<file path="src/rtl/stopwatch_pkg.sv">
// ----------------------------------------------------------------------------
// stopwatch_pkg
//
// Purpose:
//     Shared definitions for the two-digit BCD stopwatch: the controller
//     state enumeration, the BCD digit width, the units-digit terminal value
//     and a small helper that computes the next value of a mod-N BCD digit.
//
// Contents:
//     state_t   - controller states IDLE, RUN, PAUSE
//     DIGIT_W   - width of one BCD digit (4)
//     BCD_MAX   - terminal value of a full decade digit (9)
//     bcd_next  - next digit value, rolling to 0 after the terminal value
// ----------------------------------------------------------------------------
package stopwatch_pkg;

    localparam int DIGIT_W = 4;

    localparam logic [DIGIT_W-1:0] BCD_MAX = 4'd9;

    typedef enum logic [1:0] {
        IDLE  = 2'd0,
        RUN   = 2'd1,
        PAUSE = 2'd2
    } state_t;

    // Rolling on ">=" rather than "==" means a digit can never climb past its
    // terminal value, even if the terminal value were lowered at runtime.
    function automatic logic [DIGIT_W-1:0] bcd_next(
        input logic [DIGIT_W-1:0] value,
        input logic [DIGIT_W-1:0] maxValue
    );
        if (value >= maxValue) begin
            return '0;
        end
        return value + 4'd1;
    endfunction

endpackage

</file>
<file path="src/rtl/bcd_digit.sv">
// ----------------------------------------------------------------------------
// bcd_digit
//
// Purpose:
//     One mod-N BCD digit. It counts 0..max_val when enabled and raises a
//     combinational carry on the enabled cycle in which it rolls back to 0,
//     so a chain of these forms a multi-digit counter.
//
// Ports:
//     clk      in   clock, all state updates on posedge
//     rst      in   synchronous reset, active-low
//     clr      in   synchronous clear to 0 (lower priority than rst)
//     en       in   advance the digit by one this cycle
//     max_val  in   terminal value of the digit (9 for a full decade)
//     value    out  current digit value (registered)
//     carry    out  high when en is set and the digit is at its terminal value
// ----------------------------------------------------------------------------
module bcd_digit
    import stopwatch_pkg::*;
(
    input  logic               clk,
    input  logic               rst,
    input  logic               clr,
    input  logic               en,
    input  logic [DIGIT_W-1:0] max_val,
    output logic [DIGIT_W-1:0] value,
    output logic               carry
);

    logic [DIGIT_W-1:0] r_value;

    // Digit register: reset and clear both force zero, otherwise advance
    // only on enable so a held digit keeps its value indefinitely.
    always_ff @(posedge clk) begin
        if (!rst) begin
            r_value <= '0;
        end else if (clr) begin
            r_value <= '0;
        end else if (en) begin
            r_value <= bcd_next(r_value, max_val);
        end
    end

    // The carry is combinational so the next digit advances on the same edge
    // that this digit rolls over.
    assign carry = en && (r_value >= max_val);
    assign value = r_value;

endmodule

</file>
<file path="src/rtl/stopwatch_ctrl.sv">
// ----------------------------------------------------------------------------
// stopwatch_ctrl
//
// Purpose:
//     Two-digit BCD stopwatch controller. A three-state FSM (IDLE, RUN,
//     PAUSE) decides when tick strobes advance a units/tens BCD counter built
//     from two bcd_digit instances. Commands are prioritised clear, then
//     stop, then start. A one-cycle wrap pulse flags the roll from
//     TENS_MAX,9 back to 0,0.
//
// Parameters:
//     TENS_MAX   terminal value of the tens digit, legal range 1..9
//
// Ports:
//     clk        in   clock, all state updates on posedge
//     rst        in   synchronous reset, active-low
//     tick       in   count-enable strobe, one cycle wide
//     start      in   begin or resume counting
//     stop       in   pause counting
//     clear      in   return to IDLE and zero the digits
//     lap        in   (STOPWATCH_LAP_EN only) capture / release lap display
//     ones       out  BCD units digit shown on the display
//     tens       out  BCD tens digit shown on the display
//     running    out  high while in RUN (registered)
//     wrap       out  one-cycle pulse after the roll to 0,0 (registered)
//     lap_valid  out  (STOPWATCH_LAP_EN only) display shows the held lap value
//
// Configuration:
//     STOPWATCH_LAP_EN  when defined, adds the lap/lap_valid ports and a lap
//                       hold register that freezes the display while the live
//                       count keeps running. Undefined by default.
// ----------------------------------------------------------------------------
module stopwatch_ctrl
    import stopwatch_pkg::*;
#(
    parameter int TENS_MAX = 9
) (
    input  logic               clk,
    input  logic               rst,
    input  logic               tick,
    input  logic               start,
    input  logic               stop,
    input  logic               clear,
`ifdef STOPWATCH_LAP_EN
    input  logic               lap,
    output logic               lap_valid,
`endif
    output logic [DIGIT_W-1:0] ones,
    output logic [DIGIT_W-1:0] tens,
    output logic               running,
    output logic               wrap
);

    localparam logic [DIGIT_W-1:0] TENS_MAX_V = DIGIT_W'(TENS_MAX);

    state_t             r_state;
    logic               r_running;
    logic               r_wrap;

    logic               w_advance;
    logic               w_onesCarry;
    logic               w_tensCarry;
    logic [DIGIT_W-1:0] w_onesLive;
    logic [DIGIT_W-1:0] w_tensLive;

    // A tick only counts when already in RUN. A start arriving with the tick
    // has not yet moved the state, so that tick is deliberately dropped; clear
    // and stop win over the tick in the same cycle.
    assign w_advance = (r_state == RUN) && tick && !clear && !stop;

    bcd_digit u_ones (
        .clk     (clk),
        .rst     (rst),
        .clr     (clear),
        .en      (w_advance),
        .max_val (BCD_MAX),
        .value   (w_onesLive),
        .carry   (w_onesCarry)
    );

    bcd_digit u_tens (
        .clk     (clk),
        .rst     (rst),
        .clr     (clear),
        .en      (w_onesCarry),
        .max_val (TENS_MAX_V),
        .value   (w_tensLive),
        .carry   (w_tensCarry)
    );

    // Controller FSM with its registered outputs. running is set from the
    // state being entered so it always matches r_state. The tens carry only
    // fires when both digits are at their terminal values during an advance,
    // which is exactly the roll to 0,0, so registering it gives a pulse that
    // lines up with the zeroed digits.
    always_ff @(posedge clk) begin
        if (!rst) begin
            r_state   <= IDLE;
            r_running <= 1'b0;
            r_wrap    <= 1'b0;
        end else begin
            r_wrap <= w_tensCarry;
            if (clear) begin
                r_state   <= IDLE;
                r_running <= 1'b0;
            end else begin
                case (r_state)
                    IDLE: begin
                        if (start && !stop) begin
                            r_state   <= RUN;
                            r_running <= 1'b1;
                        end
                    end
                    RUN: begin
                        if (stop) begin
                            r_state   <= PAUSE;
                            r_running <= 1'b0;
                        end
                    end
                    PAUSE: begin
                        if (start && !stop) begin
                            r_state   <= RUN;
                            r_running <= 1'b1;
                        end
                    end
                    default: begin
                        r_state   <= IDLE;
                        r_running <= 1'b0;
                    end
                endcase
            end
        end
    end

    assign running = r_running;
    assign wrap    = r_wrap;

`ifdef STOPWATCH_LAP_EN

    logic               r_lapValid;
    logic [DIGIT_W-1:0] r_lapOnes;
    logic [DIGIT_W-1:0] r_lapTens;

    // Lap hold: the first lap in RUN snapshots the live digits (their value
    // before any advance in the same cycle), the next lap releases the
    // display. Clear also releases it; the snapshot itself is only zeroed by
    // reset because it is invisible whenever lap_valid is low.
    always_ff @(posedge clk) begin
        if (!rst) begin
            r_lapValid <= 1'b0;
            r_lapOnes  <= '0;
            r_lapTens  <= '0;
        end else if (clear) begin
            r_lapValid <= 1'b0;
        end else if ((r_state == RUN) && lap) begin
            if (!r_lapValid) begin
                r_lapValid <= 1'b1;
                r_lapOnes  <= w_onesLive;
                r_lapTens  <= w_tensLive;
            end else begin
                r_lapValid <= 1'b0;
            end
        end
    end

    assign ones      = r_lapValid ? r_lapOnes : w_onesLive;
    assign tens      = r_lapValid ? r_lapTens : w_tensLive;
    assign lap_valid = r_lapValid;

`else

    assign ones = w_onesLive;
    assign tens = w_tensLive;

`endif

endmodule

</file>
<file path="config.mk">
export PLATFORM = sky130hd
export DESIGN_NAME = stopwatch_ctrl
export DESIGN_NICKNAME = d
export VERILOG_FILES = /design/src/rtl/stopwatch_pkg.sv /design/src/rtl/bcd_digit.sv /design/src/rtl/stopwatch_ctrl.sv
export SDC_FILE = /design/constraint.sdc
export NUM_CORES = 1
export LEC_CHECK = 0
export BUFFER_PORTS_ARGS = -buffer_cell sky130_fd_sc_hd__buf_2
export CAP_MARGIN = 20
export CORE_MARGIN = 2
export CORE_UTILIZATION = 25
export CTS_BUF_LIST = sky130_fd_sc_hd__clkbuf_2
export DETAILED_ROUTE_END_ITERATION = 12
export GPL_ROUTABILITY_DRIVEN = 0
export SETUP_SLACK_MARGIN = 0.2
export SLEW_MARGIN = 25
export SYNTH_ARGS = -nofsm -noshare
export SYNTH_HDL_FRONTEND = slang
export SYNTH_SLANG_ARGS = --single-unit
export TNS_END_PERCENT = 5
</file>
<file path="constraint.sdc">
create_clock -name clk -period 1.9 [get_ports clk]
set_clock_uncertainty 0.1 [all_clocks]
set_input_delay 0.285 -clock clk [delete_from_list [all_inputs] [get_ports clk]]
set_output_delay 0.285 -clock clk [all_outputs]
set_load 0.05 [all_outputs]
</file>
==> key figures, run 1 <==
Clock tree
  • Post-CTS Hold Fix Bufs: 0
  • Clk Latency, worst-skew pair: 260 ps
  • Clock Path Buffers: 2
  • H-tree levels: 1
  • CTS tree: yes
  • Clock buffer count from CTS: 3
  • Clock root buffer: clkbuf_2
  • CTS sink cnt: 12
  • Clk slew on worst S/H paths: 130 ps

STA
  • Fin. max-slew vios: 0
  • Setup ws final: 263.4 ps
  • Crit path time final: 1637 ps
  • Crit share post-route: 0.8614
  • RSZ-0062 raised after global routing: false
  • Fin Hold WS: 158.4 ps
  • Final setup violation count: 0
  • Relative slew slack: 0.6800
  • Fin Setup TNS: 0 ps
  • Final hold vios: 0
  • Peak Freq: 0.6110 GHz
  • Worst-Margin Slew: 480.0 ps

Layout
  • Multi-input gate area in the final layout: 454.2 um2
  • Register area: 254.0 um2
  • Fin area: 917.1 um2
  • Most common cell after layout, fill and taps aside: buf_2
  • Fillers: 277
  • Area grow syn2layout: 28.37%
  • Fraction of layout cells with a size suffix above 1: 0.4167
  • Layout Nets: 109
  • # diodes: 0
  • Most frequent cells in the layout: buf_2 (15), inv_1 (9), dfxtp_1 (7), ha_1 (6)

GRT
  • GRT Residual Overflow: 0
  • Met1 GRT Util: 0.1494
  • Largest net degree at the start of global routing: 12
  • Top Usage Layer GRT: met2
  • Met2 usage: 0.1542
  • First-pass GRT wire length: 2.739 mm
  • Grt met3 use: 0.02041
  • GR Util All Layers: 0.1045
  • Antenna violations before repair: 0
  • Vias in the first global route: 591

Power and ir drop
  • Pwr Density: 461.6 nW/um2
  • Sw Share: 0.2492
  • Logic pwr share: 0.076
  • Peak VDD IR: 0.2381 mV
  • Internal power: 317.9 uW
  • P_sw: 105.5 uW
  • Clock network power share: 0.331
  • Leakage: 0.3578 nW
  • Sequential power share: 0.593
  • Pwr Total: 423.4 uW

Floorplanning
  • Die Width: 57.46 um
  • I/O pin count: 16
  • DIE AREA: 3301 um2
  • Row cnt: 19
  • Core Area: 2734 um2
  • Die H: 57.46 um
  • Starting density of the core: 0.2613

Synthesis
  • Seq cells post-synth: 12
  • Synth top area cells: dfxtp_1 (34%), ha_1 (11%), inv_1 (5.3%), nand4bb_4 (3.9%), a21oi_1 (3.5%)
  • Sequential fraction of the synthesis area: 0.3363
  • Post-Syn Area: 714.4 um2
  • Mapped Cells: 73
  • Synthesized Nets: 85
  • Yosys cell types: 33
  • Area leader, netlist: dfxtp_1
  • Syn Area/Cell: 9.787 um2
  • Number of synthesized flops with an enable pin: 0
  • Yosys warning count: 0
  • Main flop type after synthesis: dfxtp_1
  • Async SR Flop Fraction: 0
  • Post-synth top area share: 0.3363

Placement
  • Post-DP HPWL: 1.121 mm
  • Setup Slack @ Placement: 212.1 ps
  • Port-buffer cells: 15
  • DP Area: 849.6 um2

Critical path
  • Setup Crit Path Kind: flop to flop
  • Crit start category: flop
  • CP Max Fanout: 5
  • CP Data Required Time: 2020 ps
  • R2R setup slack: 260 ps
  • Endpoint class of the critical path: flop
  • Worst Path Arrival: 1760 ps

Drt
  • DR DRC count: 0
  • DRT iter0 DRCs: 12
  • Via count: 632
  • Wire per inst: 12.46 um
  • Vias/cell: 4.976
  • Total Routed Length: 1.582 mm
  • Post-DRT Antenna Nets: 0
  • Drt first pass iters: 4

Status
  • Run status: finished clean

Run
  • # Max-Cap Violations: 0

Worst hold path
  • Min-Delay Path Class: input port to flop
## synth_stat cells (all sizes together) (2+ instances only)
library cell / n
o211ai: 2
inv: 10
nor2: 2
nand2b: 2
nor3: 5
mux2i: 2
ha: 6
dfxtp: 12
a21oi: 5
o2111ai: 2
or3b: 2
nand2: 3
a32o: 2
## per-layer routing
metal,wire length (um),vias to the layer above
li1,-,316
met3,55,2
met2,737,17
met1,776,297
met5,0,-
met4,13,0
## worst max-delay path, cell delays in order, from the launching register on
cell and delay (ps):
dfxtp_4 380, inv_2 50, ha_1 170, or3b_4 410, a2111oi_4 350, a32o_2 150
## final cells by class
type,count,area share
sequential,12,0.2769
clock buffer,4,0.02183
tap,31,0.04229
inverter,10,0.04093
multi-input combinational,50,0.4952
timing repair buffer,20,0.1228
## per-stage QoR
| step | cells | utilization |
|---|---|---|
| finish | 127 | 0.3355 |
| global route | 127 | 0.3355 |
| CTS | 127 | 0.3355 |
| detailed placement | 118 | 0.3108 |
| global placement | 118 | 0.3108 |
| floorplan | 73 | - |
## what timing repair did
action,CTS,global route
setup endpoints to repair,1,3
buffers inserted,5,0
cloned,0,0
resized for setup,2,0
pin swaps,1,1
## registers in the layout (all words and copies together) (netlist names)
register	count
u_ones.value	4
u_tens.value	4
r_state	2
running	1
wrap	1
## cells by family after synthesis
logic type	Yosys count	synth area share
buf+inv	11	0.05954
fa+ha+maj	6	0.1051
mux	3	0.04378
simple gates	24	0.2715
compound gates	17	0.1839
flops	12	0.3363
## path summary, 6_finish.rpt
| check | startpoint | to | depth (start not counted) |
|---|---|---|---|
| min reg2reg | u_tens.value[0] | u_tens.value[0] | 2 |
| min | stop | r_state[0] | 2 |
| max reg2reg | u_tens.value[1] | u_tens.value[2] | 5 |
| max | u_tens.value[1] | u_tens.value[2] | 5 |
## power groups by stage
stage	sequential, mW	combinational (mW)	clock [mW]
finish	0.251	0.0324	0.140
CTS	0.251	0.0325	0.147
floorplan	0.260	0.0160	0
global route	0.251	0.0355	0.164
detailed placement	0.257	0.0315	0
global placement	0.257	0.0316	0
Power figures use the tool's default switching activity.
==> run 2: changes to the inputs <==
==> constraint.sdc (replaced) <==
create_clock -name clk -period 1.9 [get_ports clk]
set_clock_uncertainty 0.1 [all_clocks]
set_input_delay 0.38 -clock clk [delete_from_list [all_inputs] [get_ports clk]]
set_output_delay 0.38 -clock clk [all_outputs]
set_load 0.05 [all_outputs]
==> key figures, run 2 (synthesized netlist as in run 1, its figures left out) <==
Drt
  • Total Routed Length: 1.612 mm
  • Met3 wire len: 84 um
  • Drt first pass iters: 4
  • Highest routed layer: met4
  • Wire per inst: 12.59 um
  • Vias/cell: 5.141
  • Via count: 658
  • DR DRC count: 0
  • DRT iter0 DRCs: 14
  • Post-DRT Antenna Nets: 0
  • Metal2 WL: 732 um
  • M1 WL: 761 um

Power and ir drop
  • Leakage: 0.3652 nW
  • Pwr Density: 455.6 nW/um2
  • Peak VDD IR: 0.2304 mV

Clock tree
  • Post-CTS Hold Fix Bufs: 0
  • H-tree levels: 1
  • Clock root buffer: clkbuf_2
  • Clk slew on worst S/H paths: 140 ps
  • Clock buffer count from CTS: 3
  • Clock Path Buffers: 2
  • CTS sink cnt: 12
  • CTS tree: yes
  • Clk Latency, worst-skew pair: 280 ps

Critical path
  • Crit start category: flop
  • Worst Path Arrival: 1790 ps
  • CP Max Fanout: 5
  • Endpoint class of the critical path: flop
  • Setup Crit Path Kind: flop to flop
  • R2R setup slack: 210 ps
  • CP Data Required Time: 2000 ps

Floorplanning
  • DIE AREA: 3301 um2
  • Die Width: 57.46 um
  • Core Area: 2734 um2
  • I/O pin count: 16
  • Starting density of the core: 0.2613
  • Row cnt: 19
  • Die H: 57.46 um

STA
  • Fin Setup TNS: 0 ps
  • Relative slew slack: 0.6620
  • Worst-Margin Slew: 507.0 ps
  • Fin. max-slew vios: 0
  • Crit path time final: 1687 ps
  • Crit share post-route: 0.8880
  • Peak Freq: 0.5927 GHz
  • Final hold vios: 0
  • Fin Hold WS: 244.5 ps
  • Final setup violation count: 0
  • RSZ-0062 raised after global routing: true

GRT
  • Largest net degree at the start of global routing: 12
  • GR Util All Layers: 0.1002
  • GRT Residual Overflow: 0
  • Vias in the first global route: 562
  • Antenna violations before repair: 0
  • First-pass GRT wire length: 2.594 mm

Layout
  • Register area: 254.0 um2
  • Fraction of layout cells with a size suffix above 1: 0.4639
  • # diodes: 0
  • Multi-input gate area in the final layout: 469.2 um2
  • Fin area: 942.2 um2
  • Fillers: 283
  • Most common cell after layout, fill and taps aside: buf_2
  • Most frequent cells in the layout: buf_2 (15), inv_1 (7), dfxtp_1 (7), buf_4 (6)
  • Area grow syn2layout: 31.87%
  • Layout Nets: 110

Placement
  • DP Area: 849.6 um2
  • Port-buffer cells: 15
  • Post-DP HPWL: 1.153 mm

Status
  • Run status: finished clean

Run
  • # Max-Cap Violations: 0

Worst hold path
  • Min-Delay Path Class: input port to flop
run 2: cell types whose count changed in the layout (fill, tap and decap cells not counted):
cell / delta
buf_4: +1
ha_2: +1
ha_4: +1
ha_1: -2
inv_2: +1
inv_1: -2
inv_4: +1
run 2: layout make-up:
class                   instances  area share
flip-flops and latches         12      0.2696
inverters                      10     0.04250
repair buffers                 21      0.1275
well taps                      31     0.04117
multi-input cells              50      0.4980
clock buffers                   4     0.02125
run 2: worst paths after layout:
kind                         from              end  cells past startpoint
setup / recovery  u_ones.value[0]  u_tens.value[2]                      6
hold / removal               stop       r_state[0]                      2
setup reg to reg  u_ones.value[0]  u_tens.value[2]                      6
hold reg to reg   u_ones.value[0]  u_ones.value[0]                      2
run 2: timing repair:
| action | 4_1_cts | 5_1_grt |
|---|---|---|
| endpoints found under the setup margin | 0 | 1 |
| buffers inserted | 0 | 6 |
| resized for setup | 0 | 8 |
run 2: stage by stage:
step	setup WS (ps)	instances	util	power, mW
6_report	212.9	128	0.3446	0.4293
5_1_grt	177.7	128	0.3446	0.4420
4_1_cts	213.5	122	0.3181	0.4266
3_5_place_dp	183.7	118	0.3108	0.2882
3_3_place_gp	195.4	118	0.3108	0.2879
2_1_floorplan	195.8	73	-	0.2760
run 2: per-layer routing:
layer | vias up | track usage
li1 | 318 | -
met1 | 316 | 0.1490
met2 | 19 | 0.1282
met3 | 5 | 0.02268
met4 | 0 | 0.05980
met5 | - | 0
run 2: worst max-delay path: stages (launching register included):
cell,delay [ps]
dfxtp_4,380
buf_4,130
ha_2,200
nor3b_4,330
nor4_4,110
buf_4,150
a32o_2,200
run 2: where the power goes:
group          switching (mW)  internal (mW)
Combinational          0.0195         0.0131
Sequential            0.00189          0.249
Clock                  0.0899         0.0558
Total                   0.111          0.318
